`config.mk`:
```
export PLATFORM = sky130hd
export DESIGN_NAME = sd_cmd_tx_ctrl
export DESIGN_NICKNAME = d
export VERILOG_FILES = /design/src/rtl/sd_cmd_pkg.sv /design/src/rtl/sd_crc7_serial.sv /design/src/rtl/sd_cmd_tx_ctrl.sv
export SDC_FILE = /design/constraint.sdc
export NUM_CORES = 1
export LEC_CHECK = 0
export BUFFER_PORTS_ARGS = -buffer_cell sky130_fd_sc_hd__buf_2
export CORE_UTILIZATION = 53
export CTS_BUF_LIST = sky130_fd_sc_hd__clkbuf_8
export DETAILED_ROUTE_END_ITERATION = 16
export GPL_ROUTABILITY_DRIVEN = 1
export GPL_TIMING_DRIVEN = 0
export PLACE_DENSITY = 0.82
export SYNTH_ARGS = -nofsm -noshare
export SYNTH_HDL_FRONTEND = slang
export SYNTH_SLANG_ARGS = --single-unit
export TNS_END_PERCENT = 5
```
`constraint.sdc`:
```
create_clock -name CLK -period 2.3 [get_ports CLK]
set_clock_uncertainty 0.15 [all_clocks]
set_input_delay 0.575 -clock CLK [delete_from_list [all_inputs] [get_ports CLK]]
set_output_delay 0.575 -clock CLK [all_outputs]
set_load 0.02 [all_outputs]
```
`src/rtl/sd_cmd_pkg.sv`:
```
// Shared types and constants for the SD command-line transmitter.
package sd_cmd_pkg;

  localparam int unsigned FRAME_BITS   = 48;
  localparam int unsigned PAYLOAD_BITS = 40;
  localparam int unsigned CRC_BITS     = 7;
  localparam int unsigned IDX_W        = 6;
  localparam int unsigned ARG_W        = 32;
  localparam int unsigned CNT_W        = 6;

  localparam logic [CRC_BITS-1:0] CRC7_POLY = 7'h09;
  localparam logic START_BIT = 1'b0;
  localparam logic TX_BIT    = 1'b1;
  localparam logic END_BIT   = 1'b1;

  typedef enum logic [2:0] {
    ST_IDLE,
    ST_ARMED,
    ST_DATA,
    ST_CRC,
    ST_END,
    ST_GAP
  } state_e;

  // One serial step of x^7 + x^3 + 1, MSB-first feed.
  function automatic logic [CRC_BITS-1:0] crc7_step(input logic [CRC_BITS-1:0] crc,
                                                    input logic din);
    logic inv;
    inv = din ^ crc[CRC_BITS-1];
    return {crc[CRC_BITS-2:0], 1'b0} ^ (inv ? CRC7_POLY : 7'h00);
  endfunction

endpackage

```
`src/rtl/sd_crc7_serial.sv`:
```
// Bit-serial CRC7 engine on the system clock; CLR wins over EN.
module sd_crc7_serial
  import sd_cmd_pkg::*;
(
  input  logic                CLK,
  input  logic                RESET,
  input  logic                EN,
  input  logic                CLR,
  input  logic                BIT,
  output logic [CRC_BITS-1:0] CRC
);

  logic [CRC_BITS-1:0] crc_q;

  always_ff @(posedge CLK or posedge RESET) begin
    if (RESET) begin
      crc_q <= '0;
    end else if (CLR) begin
      crc_q <= '0;
    end else if (EN) begin
      crc_q <= crc7_step(crc_q, BIT);
    end
  end

  assign CRC = crc_q;

endmodule

```
`src/rtl/sd_cmd_tx_ctrl.sv`:
```
// Serialises one 48-bit SD command frame onto the CMD pad, paced by BIT_TICK,
// followed by GAP_BITS idle bit times before READY returns.
module sd_cmd_tx_ctrl
  import sd_cmd_pkg::*;
#(
  parameter int unsigned GAP_BITS = 8
) (
  input  logic                CLK,
  input  logic                RESET,
  input  logic                BIT_TICK,
  input  logic                START,
  input  logic [IDX_W-1:0]    CMD_IDX,
  input  logic [ARG_W-1:0]    CMD_ARG,
  output logic                READY,
  output logic                CMD_OUT,
  output logic                CMD_OE,
  output logic                DONE,
  output logic [CRC_BITS-1:0] CRC_OUT
);

  // A zero-length gap still needs one tick to release the pad after the end bit.
  localparam int unsigned GAP_LOAD = (GAP_BITS == 0) ? 0 : GAP_BITS - 1;

  state_e                  state_q, state_d;
  logic [PAYLOAD_BITS-1:0] shift_q, shift_d;
  logic [CNT_W-1:0]        cnt_q, cnt_d;
  logic                    ready_q, ready_d;
  logic                    out_q, out_d;
  logic                    oe_q, oe_d;
  logic                    done_q, done_d;
  logic [CRC_BITS-1:0]     crc_out_q, crc_out_d;

  logic                    crc_clr_c;
  logic                    crc_en_c;
  logic [CRC_BITS-1:0]     crc_w;
  logic [CRC_BITS:0]       crc_ext_c;

  sd_crc7_serial u_crc (
    .CLK   (CLK),
    .RESET (RESET),
    .EN    (crc_en_c),
    .CLR   (crc_clr_c),
    .BIT   (shift_q[PAYLOAD_BITS-1]),
    .CRC   (crc_w)
  );

  assign crc_ext_c = {1'b0, crc_w};

  always_ff @(posedge CLK or posedge RESET) begin
    if (RESET) begin
      state_q   <= ST_IDLE;
      shift_q   <= '0;
      cnt_q     <= '0;
      ready_q   <= 1'b1;
      out_q     <= 1'b1;
      oe_q      <= 1'b0;
      done_q    <= 1'b0;
      crc_out_q <= '0;
    end else begin
      state_q   <= state_d;
      shift_q   <= shift_d;
      cnt_q     <= cnt_d;
      ready_q   <= ready_d;
      out_q     <= out_d;
      oe_q      <= oe_d;
      done_q    <= done_d;
      crc_out_q <= crc_out_d;
    end
  end

  // Each state describes what the next BIT_TICK puts on the line.
  always_comb begin
    state_d   = state_q;
    shift_d   = shift_q;
    cnt_d     = cnt_q;
    ready_d   = ready_q;
    out_d     = out_q;
    oe_d      = oe_q;
    done_d    = 1'b0;
    crc_out_d = crc_out_q;
    crc_clr_c = 1'b0;
    crc_en_c  = 1'b0;

    case (state_q)
      ST_IDLE: begin
        if (START) begin
          shift_d   = {START_BIT, TX_BIT, CMD_IDX, CMD_ARG};
          cnt_d     = '0;
          crc_clr_c = 1'b1;
          ready_d   = 1'b0;
          state_d   = ST_ARMED;
        end
      end
      ST_ARMED: begin
        if (BIT_TICK) begin
          oe_d     = 1'b1;
          out_d    = shift_q[PAYLOAD_BITS-1];
          shift_d  = {shift_q[PAYLOAD_BITS-2:0], 1'b0};
          crc_en_c = 1'b1;
          cnt_d    = CNT_W'(PAYLOAD_BITS - 2);
          state_d  = ST_DATA;
        end
      end
      ST_DATA: begin
        if (BIT_TICK) begin
          out_d    = shift_q[PAYLOAD_BITS-1];
          shift_d  = {shift_q[PAYLOAD_BITS-2:0], 1'b0};
          crc_en_c = 1'b1;
          if (cnt_q == '0) begin
            cnt_d   = CNT_W'(CRC_BITS - 1);
            state_d = ST_CRC;
          end else begin
            cnt_d = cnt_q - CNT_W'(1);
          end
        end
      end
      ST_CRC: begin
        if (BIT_TICK) begin
          out_d = crc_ext_c[cnt_q[2:0]];
          if (cnt_q == '0) begin
            state_d = ST_END;
          end else begin
            cnt_d = cnt_q - CNT_W'(1);
          end
        end
      end
      ST_END: begin
        if (BIT_TICK) begin
          out_d     = END_BIT;
          crc_out_d = crc_w;
          cnt_d     = CNT_W'(GAP_LOAD);
          state_d   = ST_GAP;
        end
      end
      ST_GAP: begin
        if (BIT_TICK) begin
          oe_d  = 1'b0;
          out_d = 1'b1;
          if (cnt_q == '0) begin
            ready_d = 1'b1;
            done_d  = 1'b1;
            state_d = ST_IDLE;
          end else begin
            cnt_d = cnt_q - CNT_W'(1);
          end
        end
      end
      default: begin
        state_d = ST_IDLE;
      end
    endcase
  end

  assign READY   = ready_q;
  assign CMD_OUT = out_q;
  assign CMD_OE  = oe_q;
  assign DONE    = done_q;
  assign CRC_OUT = crc_out_q;

endmodule
```
==> Yosys cells after proc, flatten, opt, wreduce, memory -nomap -nowiden <==
Index checks and enable logic that the tools add are counted.
{ "word_totals": {"register_bits": 67, "word_cells": 92} }
{ "op_classes": {"n_reduce_logical": 18, "bitwise_logic": 2, "magnitude_cmp": 1, "n_eq_ne": 18, "n_mux": 43, "addsub": 1} }
{ "op_table": {"columns": ["operator", "count"], "rows": [
  ["2-to-1 mux 40 bit", 2],
  ["one-hot mux 40 bit (2 select lines)", 1],
  ["2-to-1 mux 6 bit", 7],
  ["one-hot mux 6 bit (5 select lines)", 1],
  ["2-to-1 mux 3 bit", 9],
  ["!= test 2 bit, second input constant", 10],
  ["one-hot mux 3 bit (6 select lines)", 1],
  ["2-to-1 mux 1 bit", 15],
  ["2-to-1 mux 7 bit", 2],
  ["AND reduction 9 bit", 1],
  ["AND reduction 4 bit", 2],
  ["nonzero test 2 bit", 4],
  ["AND reduction 7 bit", 1],
  ["bitwise XOR 7 bit", 1],
  ["equality test 3 x 2 -> 1 bit, second input constant", 2],
  ["equality test 3 bit, second input constant", 2],
  ["logical NOT 6 bit", 1],
  ["!= test 2 x 1 -> 1 bit, second input constant", 3],
  ["AND reduction 3 bit", 2],
  ["OR reduction 2 bit", 3],
  ["subtractor 6 x 1 -> 6 bit, second input constant", 1],
  ["nonzero test 5 bit", 1],
  ["less-than comparator 3 x 4 -> 1 bit, second input constant", 1],
  ["2-to-1 mux 4 bit", 1],
  ["8 further kinds", 9]
]} }

==> Depth between registers and ports, before layout <==
Gate-level depths: netlist of the first run.
{ "logic_depth": {"depth_word": 5, "mapped_depth": 8} }

==> By module <==
From an unflattened synthesis of the first run, not the netlist that was laid out.
{ "unflattened": {"hier_cells": 331, "area_unflattened_um2": 3344.5} }
{ "by_module_without_submodules": {"columns": ["module", "area_each_um2", "cells_each", "instances"], "rows": [
  ["sd_cmd_tx_ctrl", 3032.9, 302, 1],
  ["sd_crc7_serial", 311.5, 29, 1]
]} }

==> Worst setup path before layout of the first run <==
OpenSTA, ideal clock, no wires.
{ "synth_timing": {"kind": "reg2reg", "from": "register cnt_q[0]", "to": "register cnt_q[3]", "setup_slack_ps": -22, "path_buffers": 1, "setup_time_ps": 127, "stages_incl_launch_ff": 9, "arrival_ps": 2045, "required_time_ps": 2023, "path_cell_list": "dfrtp_1 > clkbuf_1 > inv_1 > ha_1 > or4b_4 > a2111o_1 > and2_4 > nor3_1 > o31ai_1"} }
{ "synth_between": {"elab_chain_len": 4, "word_cells_on_any_way": 9, "cone_classes": "add/sub: 1; eq/ne: 1; mux: 5; reduce/logical: 2"} }
{ "synth_rtl": {"columns": ["element", "line_no", "source"], "rows": [
  ["from (decl)", "sd_cmd_tx_ctrl.sv:26", "logic [CNT_W-1:0] cnt_q, cnt_d;"],
  ["from (signal assigned)", "sd_cmd_tx_ctrl.sv:62", "cnt_q <= cnt_d;"],
  ["subtractor 6 x 1 -> 6 bit / logical NOT 6 bit (equally long branches)", null, null],
  ["2-to-1 mux 6 bit, on equally long branches", "sd_cmd_tx_ctrl.sv:120, sd_cmd_tx_ctrl.sv:139, sd_cmd_tx_ctrl.sv:109", null],
  ["2-to-1 mux 6 bit, on equally long branches", "sd_cmd_tx_ctrl.sv:136, sd_cmd_tx_ctrl.sv:105", null],
  ["one-hot mux 6 bit (5 select lines)", "sd_cmd_tx_ctrl.sv:84", "case (state_q)"]
]} }
Parallel ways exist; a longest one is shown, timed or not. The select of a mux whose other input is x is not followed.
A chain may end at the register's enable or synchronous reset.

==> Worst setup path after layout of the first run <==
{ "layout_timing": {"from": "register cnt_q[0]", "to": "register cnt_q[4]"} }
The elaborated chain is that of the path after synthesis.

==> results of run 1 <==
power groups by stage:
stage | combinational [mW] | sequential, mW | clock (mW)
2_1_floorplan | 2.11 | 2.03 | 0
3_3_place_gp | 2.64 | 2.04 | 0
3_5_place_dp | 2.72 | 2.06 | 0
4_1_cts | 2.71 | 2.06 | 0.945
5_1_grt | 3.12 | 2.13 | 1.00
6_report | 2.79 | 2.06 | 0.932
cells in the final DEF, fill, tap and decap left out, types with 4 or more instances in the layout:
master    netlist  layout
dfrtp_1        65      63
o22ai_1         4       4
clkbuf_8        0       9
a21oi_1         5       5
nand2_1        52      52
inv_1          11      12
clkbuf_2        0       6
clkbuf_1       15       8
buf_2           4      55
mux2_2          7       7
mux2i_1        44      44
nor2_1         26      25
o21ai_0        47      47
kinds of logic after synthesis:
kind of cell             count (synthesis)  share of synthesized area [%]
AND/OR/NAND/NOR                         96                           12.9
buffers and inverters                   32                           4.08
adder cells (fa/ha/maj)                  1                          0.385
AO/OA/AOI/OAI                           73                           13.3
XOR/XNOR                                 4                           1.08
multiplexers                            52                           16.7
flip-flops                              67                           51.6
cell usage after synthesis (all sizes together), types with 2 or more instances:
cell type,n,area share (%)
dfrtp,65,50
nand2,52,6.0
o21ai,47,7.2
mux2i,44,14
nor2,26,3.0
clkbuf,15,1.7
inv,11,1.3
mux2,7,2.4
a21oi,6,1.3
buf,6,1.1
o22ai,4,0.77
xnor2,4,1.1
and3,3,0.58
nor3,3,0.46
a211oi,2,0.46
a31oi,2,0.38
dfstp,2,1.6
nand3,2,0.31
nor3b,2,0.62
o211ai,2,0.46
o31ai,2,0.46
or3,2,0.38
worst max-delay path: stages, from the launching register on:
cell	delay (ns)
dfrtp_2	0.43
inv_1	0.10
ha_4	0.15
or4b_4	0.48
a2111o_1	0.36
a21oi_4	0.23
a21oi_1	0.07
o32ai_1	0.13
metal layers:
| layer | wire [µm] | up-vias | part of all wire [%] |
|---|---|---|---|
| met3 | 322 | 16 | 4.7 |
| met1 | 3140 | 1242 | 46 |
| li1 | - | 1258 | - |
| met2 | 3160 | 74 | 47 |
| met4 | 161 | 0 | 2.4 |
| met5 | 0 | - | 0 |
state kept, by name, summed over array words and instances, names as in the netlist:
| signal | count |
|---|---|
| DONE | 1 |
| u_crc.CRC | 7 |
| cnt_q | 6 |
| CMD_OUT | 1 |
| READY | 1 |
| CRC_OUT | 7 |
| shift_q | 40 |
| CMD_OE | 1 |
| state_q | 3 |
cell type report:
type / count / area, µm² / area share, %
Timing Repair Buffer: 54 / 288 / 7.47
Clock buffer: 9 / 124 / 3.21
Clock inverter: 7 / 61.3 / 1.59
Multi-Input combinational cell: 226 / 1460 / 38.0
Buffer: 20 / 97.6 / 2.53
Tap cell: 75 / 93.8 / 2.43
Inverter: 11 / 45.0 / 1.17
Sequential cell: 67 / 1680 / 43.6
final timing paths:
check	to
worst max-delay path	cnt_q[4]$_DFFE_PP0P_
worst min-delay path	shift_q[11]$_DFFE_PP0P_
worst max register to register	cnt_q[4]$_DFFE_PP0P_
worst min register to register	READY$_DFFE_PP1P_
max in group asynchronous	CMD_OUT$_DFFE_PP1P_
min in group CLK	READY$_DFFE_PP1P_
repair_timing:
item,CTS,global route
setup endpoints to repair,46,48
resized for setup,3,16
pin swaps,2,1
setup buffers,0,1
==> results.txt, run 1 <==
Synth cell types: 42
Crit Reg-Reg Startpoint: cnt_q[0]$_DFFE_PP0P_
Layout cells sized above 1: 25.1%
DIE WIDTH: 80.3 µm
Switching Power: 2.37 mW
Num CTS Buffers: 9
Syn Area/Cell: 10.0 µm²
FFs w/ async S/R, synth: 100%
Root Driver: clkbuf_8
Final worst slack: 0.0828 ns
Layout area overhead: 18.5%
Global Route Usage Sum: 22.9%
Placed Area: 0.00363 mm²
DRT Pass-1 Iters: 5
Syn_nets: 368
Tmin final: 2.22 ns
Clock Latency Late Sink: 0.35 ns
# DRC: 0
Vias in the first global route: 2,453
Die area: 0.00646 mm²
CTS sink cnt: 67
Vias per cell: 5.52
TNS Setup: 0 ns
Pre-CTS setup slack: -0.176 ns
Slew Limit Fails: 0
Final Hold Fails: 0
GR Layer Usage met1: 30.1%
Finished Cell Area: 0.00385 mm²
Die height: 80.3 µm
First-pass GRT wire length: 11,100 µm
Critical Path Sink Type: flip-flop
Placed cell count: 453
Setup violators final: 0
Gr busiest metal: met2
GR met2 Demand/Resource: 35.4%
Gpl congestion: 0.893
PwrDens: 1500 mW/mm²
Warnings, synthesis: 0
Status: complete, no violations
Slew headroom: 52.3%
Initial Util: 54.9%
H-tree lvl count: 3
Reg2reg path depth: 7
Port-buffer cells: 52
Flop2flop setup slack: 0.08 ns
Final nets: 432
Post-synthesis sequential area ratio: 51.6%
Vias: 2,590
Int Power: 3.41 mW
Max Fclk: 451 MHz
Worst-Margin Slew: 0.715 ns
Sw Ratio: 40.9%
Worst Path Max Fanout: 7
Initial antenna violation count: 0
Clock Pin Slew Worst Setup and Hold Paths: 0.08 ns
Type of the most critical hold path: in -> async
Kind of critical path: reg -> reg
Startpoint types: flip-flop
# hold bufs at CTS: 0
Final HPWL DP: 4780 µm
Gate power share: 48.2%
Row cnt: 28
MaxCap Viol Count: 0
Final WL: 6780 µm
Peak VDD IR: 742 µV
Crit path DAT: 2.31 ns
Leak: 1.90 nW
Min Hold Slack: 0.129 ns
Number of flops mapped to enable cells by yosys: 0
Tot Pwr: 5.78 mW
CTS tree: yes
Sequential Power Share: 35.6%
Final core utilization: 65.1%
Syn Std Cell Area: 0.00325 mm²
Fin crit share: 96.4%
# IOs: 53
Mapped Cells: 325
N_diodes: 0
Max clock buf depth: 2
CP startpoint: cnt_q[0]$_DFFE_PP0P_
Unrepaired setup endpoints after global routing: true
M3 GR Usage: 5.80%
Clock power share: 16.1%
Grt total ovfl: 0
CORE AREA: 0.00592 mm²
1st-iter DRT viols: 154
Largest net degree at the start of global routing: 44
Ys flop type: dfrtp_1
Yosys reg bits: 67
Remaining antenna violation count: 0
Drt wl/cell: 14.5 µm
Fillers: 488
CP required: 2.39 ns
Finished Layout Cells: 469
Power figures use the tool's default switching activity.
==> run 2: changes to the inputs <==
--- a/config.mk
+++ b/config.mk
@@ -6,12 +6,14 @@
 export NUM_CORES = 1
 export LEC_CHECK = 0
 export BUFFER_PORTS_ARGS = -buffer_cell sky130_fd_sc_hd__buf_2
-export CORE_UTILIZATION = 53
+export CELL_PAD_IN_SITES_DETAIL_PLACEMENT = 0
+export CELL_PAD_IN_SITES_GLOBAL_PLACEMENT = 1
+export CORE_UTILIZATION = 41
 export CTS_BUF_LIST = sky130_fd_sc_hd__clkbuf_8
 export DETAILED_ROUTE_END_ITERATION = 16
 export GPL_ROUTABILITY_DRIVEN = 1
 export GPL_TIMING_DRIVEN = 0
-export PLACE_DENSITY = 0.82
+export PLACE_DENSITY = 0.81
 export SYNTH_ARGS = -nofsm -noshare
 export SYNTH_HDL_FRONTEND = slang
 export SYNTH_SLANG_ARGS = --single-unit
==> results.txt, run 2 (synthesis results as in run 1) <==
# DRC: 0 (unchanged)
# IOs: 53 (unchanged)
CP required: 2.35 ns (was 2.39 ns)
Switching Power: 2.43 mW (was 2.37 mW)
Min Hold Slack: 0.107 ns (was 0.129 ns)
First-pass GRT wire length: 12,600 µm (was 11,100 µm)
Reg2reg end: shift_q[9]$_DFFE_PP0P_ (was cnt_q[4]$_DFFE_PP0P_)
Final HPWL DP: 5110 µm (was 4780 µm)
Placed Area: 0.00368 mm² (was 0.00363 mm²)
Status: complete, no violations (unchanged)
Int Power: 3.65 mW (was 3.41 mW)
Clock Latency Late Sink: 0.34 ns (was 0.35 ns)
N_diodes: 0 (unchanged)
Tmin final: 2.21 ns (was 2.22 ns)
Drt wl/cell: 14.5 µm (about the same)
Slew headroom: 52.2% (was 52.3%)
Commonest non-fill, non-tap cell in the layout: dfrtp_1 (unchanged)
Sequential Power Share: 33.6% (was 35.6%)
Clock Pin Slew Worst Setup and Hold Paths: 0.08 ns (about the same)
Placed cell count: 481 (was 453)
Largest Register: shift_q (unchanged)
Die area: 0.00829 mm² (was 0.00646 mm²)
Setup violators final: 0 (unchanged)
Clock power share: 20.1% (was 16.1%)
Tot Pwr: 6.08 mW (was 5.78 mW)
Crit path DAT: 2.25 ns (was 2.31 ns)
Final Hold Fails: 0 (unchanged)
Initial antenna violation count: 0 (unchanged)
Vias per cell: 5.17 (was 5.52)
PwrDens: 1530 mW/mm² (was 1500 mW/mm²)
Root Driver: clkbuf_8 (unchanged)
Largest register FFs: 40 (unchanged)
Worst-Margin Slew: 0.717 ns (was 0.715 ns)
Vias: 2,577 (was 2,590)
Max clock buf depth: 2 (unchanged)
Kind of critical path: reg -> reg (unchanged)
Port-buffer cells: 52 (unchanged)
TNS Setup: 0 ns (unchanged)
Final nets: 434 (was 432)
Finished Layout Cells: 498 (was 469)
CORE AREA: 0.00769 mm² (was 0.00592 mm²)
Max Fclk: 453 MHz (was 451 MHz)
DIE WIDTH: 91.1 µm (was 80.3 µm)
Peak VDD IR: 601 µV (was 742 µV)
Gate power share: 46.3% (was 48.2%)
Finished Cell Area: 0.00397 mm² (was 0.00385 mm²)
Leak: 1.91 nW (was 1.90 nW)
Worst Path Max Fanout: 10 (was 7)
Unrepaired setup endpoints after global routing: true (unchanged)
CTS sink cnt: 67 (unchanged)
Slew Limit Fails: 0 (unchanged)
Vias in the first global route: 2,607 (was 2,453)
Startpoint types: flip-flop (unchanged)
Most frequent cells in the layout: dfrtp_1 (64), buf_2 (55), nand2_1 (52) (was dfrtp_1 (63), buf_2 (55), nand2_1 (52))
Num CTS Buffers: 9 (unchanged)
1st-iter DRT viols: 146 (was 154)
H-tree lvl count: 3 (unchanged)
Row cnt: 32 (was 28)
Die height: 91.1 µm (was 80.3 µm)
CTS tree: yes (unchanged)
Initial Util: 42.3% (was 54.9%)
Sw Ratio: 40.0% (was 40.9%)
Remaining antenna violation count: 0 (unchanged)
Gpl congestion: 0.882 (was 0.893)
Crit Reg-Reg Startpoint: state_q[0]$_DFFE_PP0P_ (was cnt_q[0]$_DFFE_PP0P_)
Largest net degree at the start of global routing: 25 (was 44)
Type of the most critical hold path: in -> async (unchanged)
Final WL: 7210 µm (was 6780 µm)
Flop2flop setup slack: 0.09 ns (was 0.08 ns)
Global Route Usage Sum: 19.5% (was 22.9%)
Critical Path Sink Type: flip-flop (unchanged)
Layout area overhead: 22.1% (was 18.5%)
Grt total ovfl: 0 (unchanged)
Fin crit share: 96.0% (was 96.4%)
Layout cells sized above 1: 25.0% (was 25.1%)
MaxCap Viol Count: 0 (unchanged)
DRT Pass-1 Iters: 4 (was 5)
Reg2reg path depth: 6 (was 7)
## run 2: worst max path at each step
stage	start	end	slack [ns]
finish	state_q[0]$_DFFE_PP0P_	shift_q[9]$_DFFE_PP0P_	0.09
global route	state_q[0]$_DFFE_PP0P_	shift_q[27]$_DFFE_PP0P_	-0.14
CTS	cnt_q[0]$_DFFE_PP0P_	cnt_q[2]$_DFFE_PP0P_	0.03
detailed placement	cnt_q[0]$_DFFE_PP0P_	cnt_q[3]$_DFFE_PP0P_	-0.21
global placement	cnt_q[0]$_DFFE_PP0P_	cnt_q[0]$_DFFE_PP0P_	-0.18
floorplan	cnt_q[0]$_DFFE_PP0P_	cnt_q[3]$_DFFE_PP0P_	-0.02
## run 2: metal layers
layer	vias to the layer above	global-route usage, %	wire length [µm]
li1	1268	-	-
met2	53	29.5	3280
met1	1252	27.8	3590
met5	-	0	0
met3	4	4.36	274
met4	0	6.08	61
## run 2: area by class of cell
type	instances	area (µm²)
buffer	20	93.8
fill	757	3720
multi-input combinational	226	1460
tap	102	128
inverter	11	45.0
sequential	67	1680
timing repair buffer	56	315
clock buffer	9	124
clock inverter	7	124
## run 2: power by group through the flow
stage	logic [mW]	registers [mW]	clock network, mW
finish	2.81	2.04	1.22
global route	3.18	2.11	1.30
CTS	2.80	2.04	1.26
detailed placement	2.76	2.06	0
global placement	2.68	2.05	0
floorplan	2.11	2.03	0
## run 2: what timing repair did
action	in CTS	in global routing
resized for setup	5	7
endpoints found under the hold margin	0	0
setup buffers	2	0
setup endpoints to repair	50	49
hold buffers	0	0
pin swaps	2	2
## run 2: metrics by stage
step / utilization, % / worst slack, ns
after floorplan: - / -0.0216
after global placement: 47.4 / -0.177
after detailed placement: 47.9 / -0.209
after CTS: 51.4 / 0.0336
after global routing: 51.7 / -0.144
final: 51.7 / 0.0922
## run 2: critical path: stages, from the launching register on
cell	delay (ns)
dfrtp_1	0.46
xnor2_1	0.35
nor3b_1	0.09
clkbuf_4	0.22
nor2_2	0.25
clkbuf_1	0.36
o21ai_0	0.19
==> run 3: changes to the inputs <==
--- a/config.mk
+++ b/config.mk
@@ -5,15 +5,16 @@
 export SDC_FILE = /design/constraint.sdc
 export NUM_CORES = 1
 export LEC_CHECK = 0
+export ABC_AREA = 1
 export BUFFER_PORTS_ARGS = -buffer_cell sky130_fd_sc_hd__buf_2
 export CELL_PAD_IN_SITES_DETAIL_PLACEMENT = 0
 export CELL_PAD_IN_SITES_GLOBAL_PLACEMENT = 1
-export CORE_UTILIZATION = 41
+export CORE_UTILIZATION = 47
 export CTS_BUF_LIST = sky130_fd_sc_hd__clkbuf_8
 export DETAILED_ROUTE_END_ITERATION = 16
 export GPL_ROUTABILITY_DRIVEN = 1
 export GPL_TIMING_DRIVEN = 0
-export PLACE_DENSITY = 0.81
+export PLACE_DENSITY = 0.91
 export SYNTH_ARGS = -nofsm -noshare
 export SYNTH_HDL_FRONTEND = slang
 export SYNTH_SLANG_ARGS = --single-unit
==> constraint.sdc (replaced) <==
create_clock -name CLK -period 2.6 [get_ports CLK]
set_clock_uncertainty 0.15 [all_clocks]
set_input_delay 0.65 -clock CLK [delete_from_list [all_inputs] [get_ports CLK]]
set_output_delay 0.65 -clock CLK [all_outputs]
set_load 0.02 [all_outputs]
==> results.txt, run 3 <==
Number of flops mapped to enable cells by yosys: 0 (unchanged)
Initial antenna violation count: 0 (unchanged)
FFs w/ async S/R, synth: 100% (unchanged)
Die area: 0.00769 mm² (was 0.00829 mm²)
Kind of critical path: reg -> reg (unchanged)
PwrDens: 1380 mW/mm² (was 1530 mW/mm²)
CP required: 2.74 ns (was 2.35 ns)
Largest Register: shift_q (unchanged)
Reg2reg end: cnt_q[0]$_DFFE_PP0P_ (was shift_q[9]$_DFFE_PP0P_)
Most common cell on crit path: nand2_1
Crit path DAT: 2.38 ns (was 2.25 ns)
Final worst slack: 0.365 ns (was 0.0922 ns)
Clock Latency Late Sink: 0.35 ns (was 0.34 ns)
Gate power share: 51.4% (was 46.3%)
Top post-synthesis cells by area: dfrtp_1 (47%), nand2_1 (16%), nand3_1 (9.7%) (was dfrtp_1 (50%), mux2i_1 (14%), o21ai_0 (7.2%))
Final HPWL DP: 5140 µm (was 5110 µm)
Largest register FFs: 40 (unchanged)
DIE WIDTH: 87.7 µm (was 91.1 µm)
Syn_nets: 470 (was 368)
CP startpoint: cnt_q[0]$_DFFE_PP0P_ (was state_q[0]$_DFFE_PP0P_)
Gpl congestion: 0.826 (was 0.882)
Root Driver: clkbuf_8 (unchanged)
Flop2flop setup slack: 0.37 ns (was 0.09 ns)
Final Hold Fails: 0 (unchanged)
Ys flop type: dfrtp_1 (unchanged)
MaxCap Viol Count: 0 (unchanged)
Warnings, synthesis: 0 (unchanged)
Syn Std Cell Area: 0.00345 mm² (was 0.00325 mm²)
# hold bufs at CTS: 0 (unchanged)
Syn Area/Cell: 8.08 µm² (was 10.0 µm²)
Max Fclk: 447 MHz (was 453 MHz)
Setup violators final: 0 (unchanged)
Max clock buf depth: 2 (unchanged)
Initial Util: 49.7% (was 42.3%)
Critical path buffers and inverters: 1 (was 2)
CTS tree: yes (unchanged)
Synth cell types: 29 (was 42)
Min Hold Slack: 0.302 ns (was 0.107 ns)
Yosys top cell by area: dfrtp_1 (unchanged)
Sw Ratio: 43.7% (was 40.0%)
1st-iter DRT viols: 122 (was 146)
Most common cell in the netlist: nand2_1 (was dfrtp_1)
Status: complete, no violations (unchanged)
CORE AREA: 0.00694 mm² (was 0.00769 mm²)
DRT Pass-1 Iters: 4 (unchanged)
Startpoint types: flip-flop (unchanged)
Post-CTS Setup Bufs: 0 (was 2)
Clock Pin Slew Worst Setup and Hold Paths: 0.08 ns (about the same)
N_diodes: 0 (unchanged)
Clock power share: 15.9% (was 20.1%)
Commonest non-fill, non-tap cell in the layout: nand2_1 (was dfrtp_1)
CP endpoint: cnt_q[0]$_DFFE_PP0P_ (was shift_q[9]$_DFFE_PP0P_)
First-pass GRT wire length: 12,600 µm (about the same)
Switching Power: 2.43 mW (about the same)
Slew headroom: 45.6% (was 52.2%)
# IOs: 53 (unchanged)
Vias per cell: 5.00 (was 5.17)
Port-buffer cells: 52 (unchanged)
Crit-path max cell delay: 0.43 ns (was 0.46 ns)
Grt total ovfl: 0 (unchanged)
Resized cells post-CTS: 0 (was 5)
Slew Limit Fails: 0 (unchanged)
Final nets: 533 (was 434)
Pre-CTS setup slack: 0.384 ns (was -0.209 ns)
Final WL: 7280 µm (was 7210 µm)
H-tree lvl count: 3 (unchanged)
Peak VDD IR: 575 µV (was 601 µV)
# DRC: 0 (unchanged)
TNS Setup: 0 ns (unchanged)
Largest net degree at the start of global routing: 68 (was 25)
Post-synthesis sequential area ratio: 48.7% (was 51.6%)
Critical Path Sink Type: flip-flop (unchanged)
Worst path depth: 9 (was 6)
Die height: 87.7 µm (was 91.1 µm)
Tmin final: 2.23 ns (was 2.21 ns)
Slowest CP cell: dfrtp_1 (unchanged)
Most frequent cells in the layout: nand2_1 (150), nand3_1 (67), dfrtp_1 (65) (was dfrtp_1 (64), buf_2 (55), nand2_1 (52))
Layout area overhead: 16.9% (was 22.1%)
Leak: 2.03 nW (was 1.91 nW)
Worst-Margin Slew: 0.815 ns (was 0.717 ns)
Crit Reg-Reg Startpoint: cnt_q[0]$_DFFE_PP0P_ (was state_q[0]$_DFFE_PP0P_)
Tot Pwr: 5.56 mW (was 6.08 mW)
Crit-path cells: clkinv_1, ha_1, nand3_1, nand2_1, nand2_1, nand2_1, nor2_1, nand2_1, nand2_1 (was xnor2_1, nor3b_1, clkbuf_4, nor2_2, clkbuf_1, o21ai_0)
Top cells by count, synth: nand2_1 (150), nand3_1 (67), dfrtp_1 (65) (was dfrtp_1 (65), nand2_1 (52), o21ai_0 (47))
Row cnt: 30 (was 32)
Fin crit share: 86.0% (was 96.0%)
CP delay by family, top: simple AND/OR/NAND/NOR gates (was buffers and inverters)
Num CTS Buffers: 9 (unchanged)
Remaining antenna violation count: 0 (unchanged)
Worst Path Max Fanout: 10 (unchanged)
Final core utilization: 58.1% (was 51.7%)
Mapped Cells: 427 (was 325)
Layout cells sized above 1: 19.8% (was 25.0%)
Top cell type's share of synthesized area: 47.2% (was 50.0%)
Sequential Power Share: 32.6% (was 33.6%)
Vias: 2,954 (was 2,577)
Unrepaired setup endpoints after global routing: false (was true)
Vias in the first global route: 2,819 (was 2,607)
Type of the most critical hold path: in -> async (unchanged)
Yosys reg bits: 67 (unchanged)
Reg2reg path depth: 9 (was 6)
Global Route Usage Sum: 21.2% (was 19.5%)
Int Power: 3.14 mW (was 3.65 mW)
Drt wl/cell: 12.3 µm (was 14.5 µm)
CTS sink cnt: 67 (unchanged)
==> run 3: cell types whose count changed after synthesis, sizes merged, moves of 19 or more <==
cell,previous run,this run
nand2,52,153
nand3,2,69
mux2i,44,0
o21a,0,36
o21ai,47,20
inv,11,30
==> run 3: power by group through the flow <==
stage	registers, mW	logic (mW)	clock network [mW]
floorplan	1.85	2.22	0
detailed placement	1.83	2.89	0
CTS	1.81	2.90	0.910
global placement	1.81	2.82	0
global route	1.87	3.28	0.951
finish	1.82	2.86	0.886
==> run 3: layout make-up <==
cell class                      count  area [µm²]
Clock inverter                      7        77.6
Buffer                             23         159
Sequential cell                    67        1680
Clock buffer                        9         124
Tap cell                           96         120
Timing Repair Buffer               52         260
Multi-Input combinational cell    306        1490
Inverter                           31         124
Fill cell                         685        2910
==> run 3: worst min-delay path by stage <==
stage | startpoint | endpoint | slack (ns) | cells past startpoint
floorplan | shift_q[24]$_DFFE_PP0P_ | shift_q[24]$_DFFE_PP0P_ | 0.31 | 1
global placement | CRC_OUT[4]$_DFFE_PP0P_ | CRC_OUT[4]$_DFFE_PP0P_ | 0.31 | 2
detailed placement | CRC_OUT[3]$_DFFE_PP0P_ | CRC_OUT[3]$_DFFE_PP0P_ | 0.32 | 2
CTS | RESET | shift_q[13]$_DFFE_PP0P_ | 0.34 | 2
global route | shift_q[11]$_DFFE_PP0P_ | shift_q[11]$_DFFE_PP0P_ | 0.36 | 1
finish | RESET | state_q[2]$_DFFE_PP0P_ | 0.30 | 2
==> run 3: metal layers <==
layer	wire length, µm	vias to the layer above	global-route usage (%)
li1	-	1508	-
met1	3410	1366	26.9
met2	3420	67	34.9
met3	294	13	4.15
met4	152	0	9.99
met5	0	-	0
==> run 3: worst register-to-register path, cell delays in order (launching register included) <==
cell and delay [ns]:
dfrtp_1 0.43, clkinv_1 0.28, ha_1 0.35, nand3_1 0.25
nand2_1 0.09, nand2_1 0.09, nand2_1 0.05, nor2_1 0.32
nand2_1 0.10, nand2_1 0.08
==> run 3: cell families (layout without fill, tap and decap cells) <==
| kind of cell | Yosys count | count (layout) | synth area share, % |
|---|---|---|---|
| compound gates | 63 | 63 | 12.1 |
| buf+inv | 54 | 122 | 8.12 |
| simple gates | 239 | 239 | 30.0 |
| flops | 67 | 67 | 48.7 |
| xor+xnor | 3 | 3 | 0.762 |
| fa+ha+maj | 1 | 1 | 0.363 |
==> run 3: per-stage QoR <==
step / instances / cell area, µm²
after floorplan: 427 / 3450
after global placement: 575 / 3830
after detailed placement: 575 / 3830
after CTS: 591 / 4030
after global routing: 591 / 4030
final: 591 / 4030
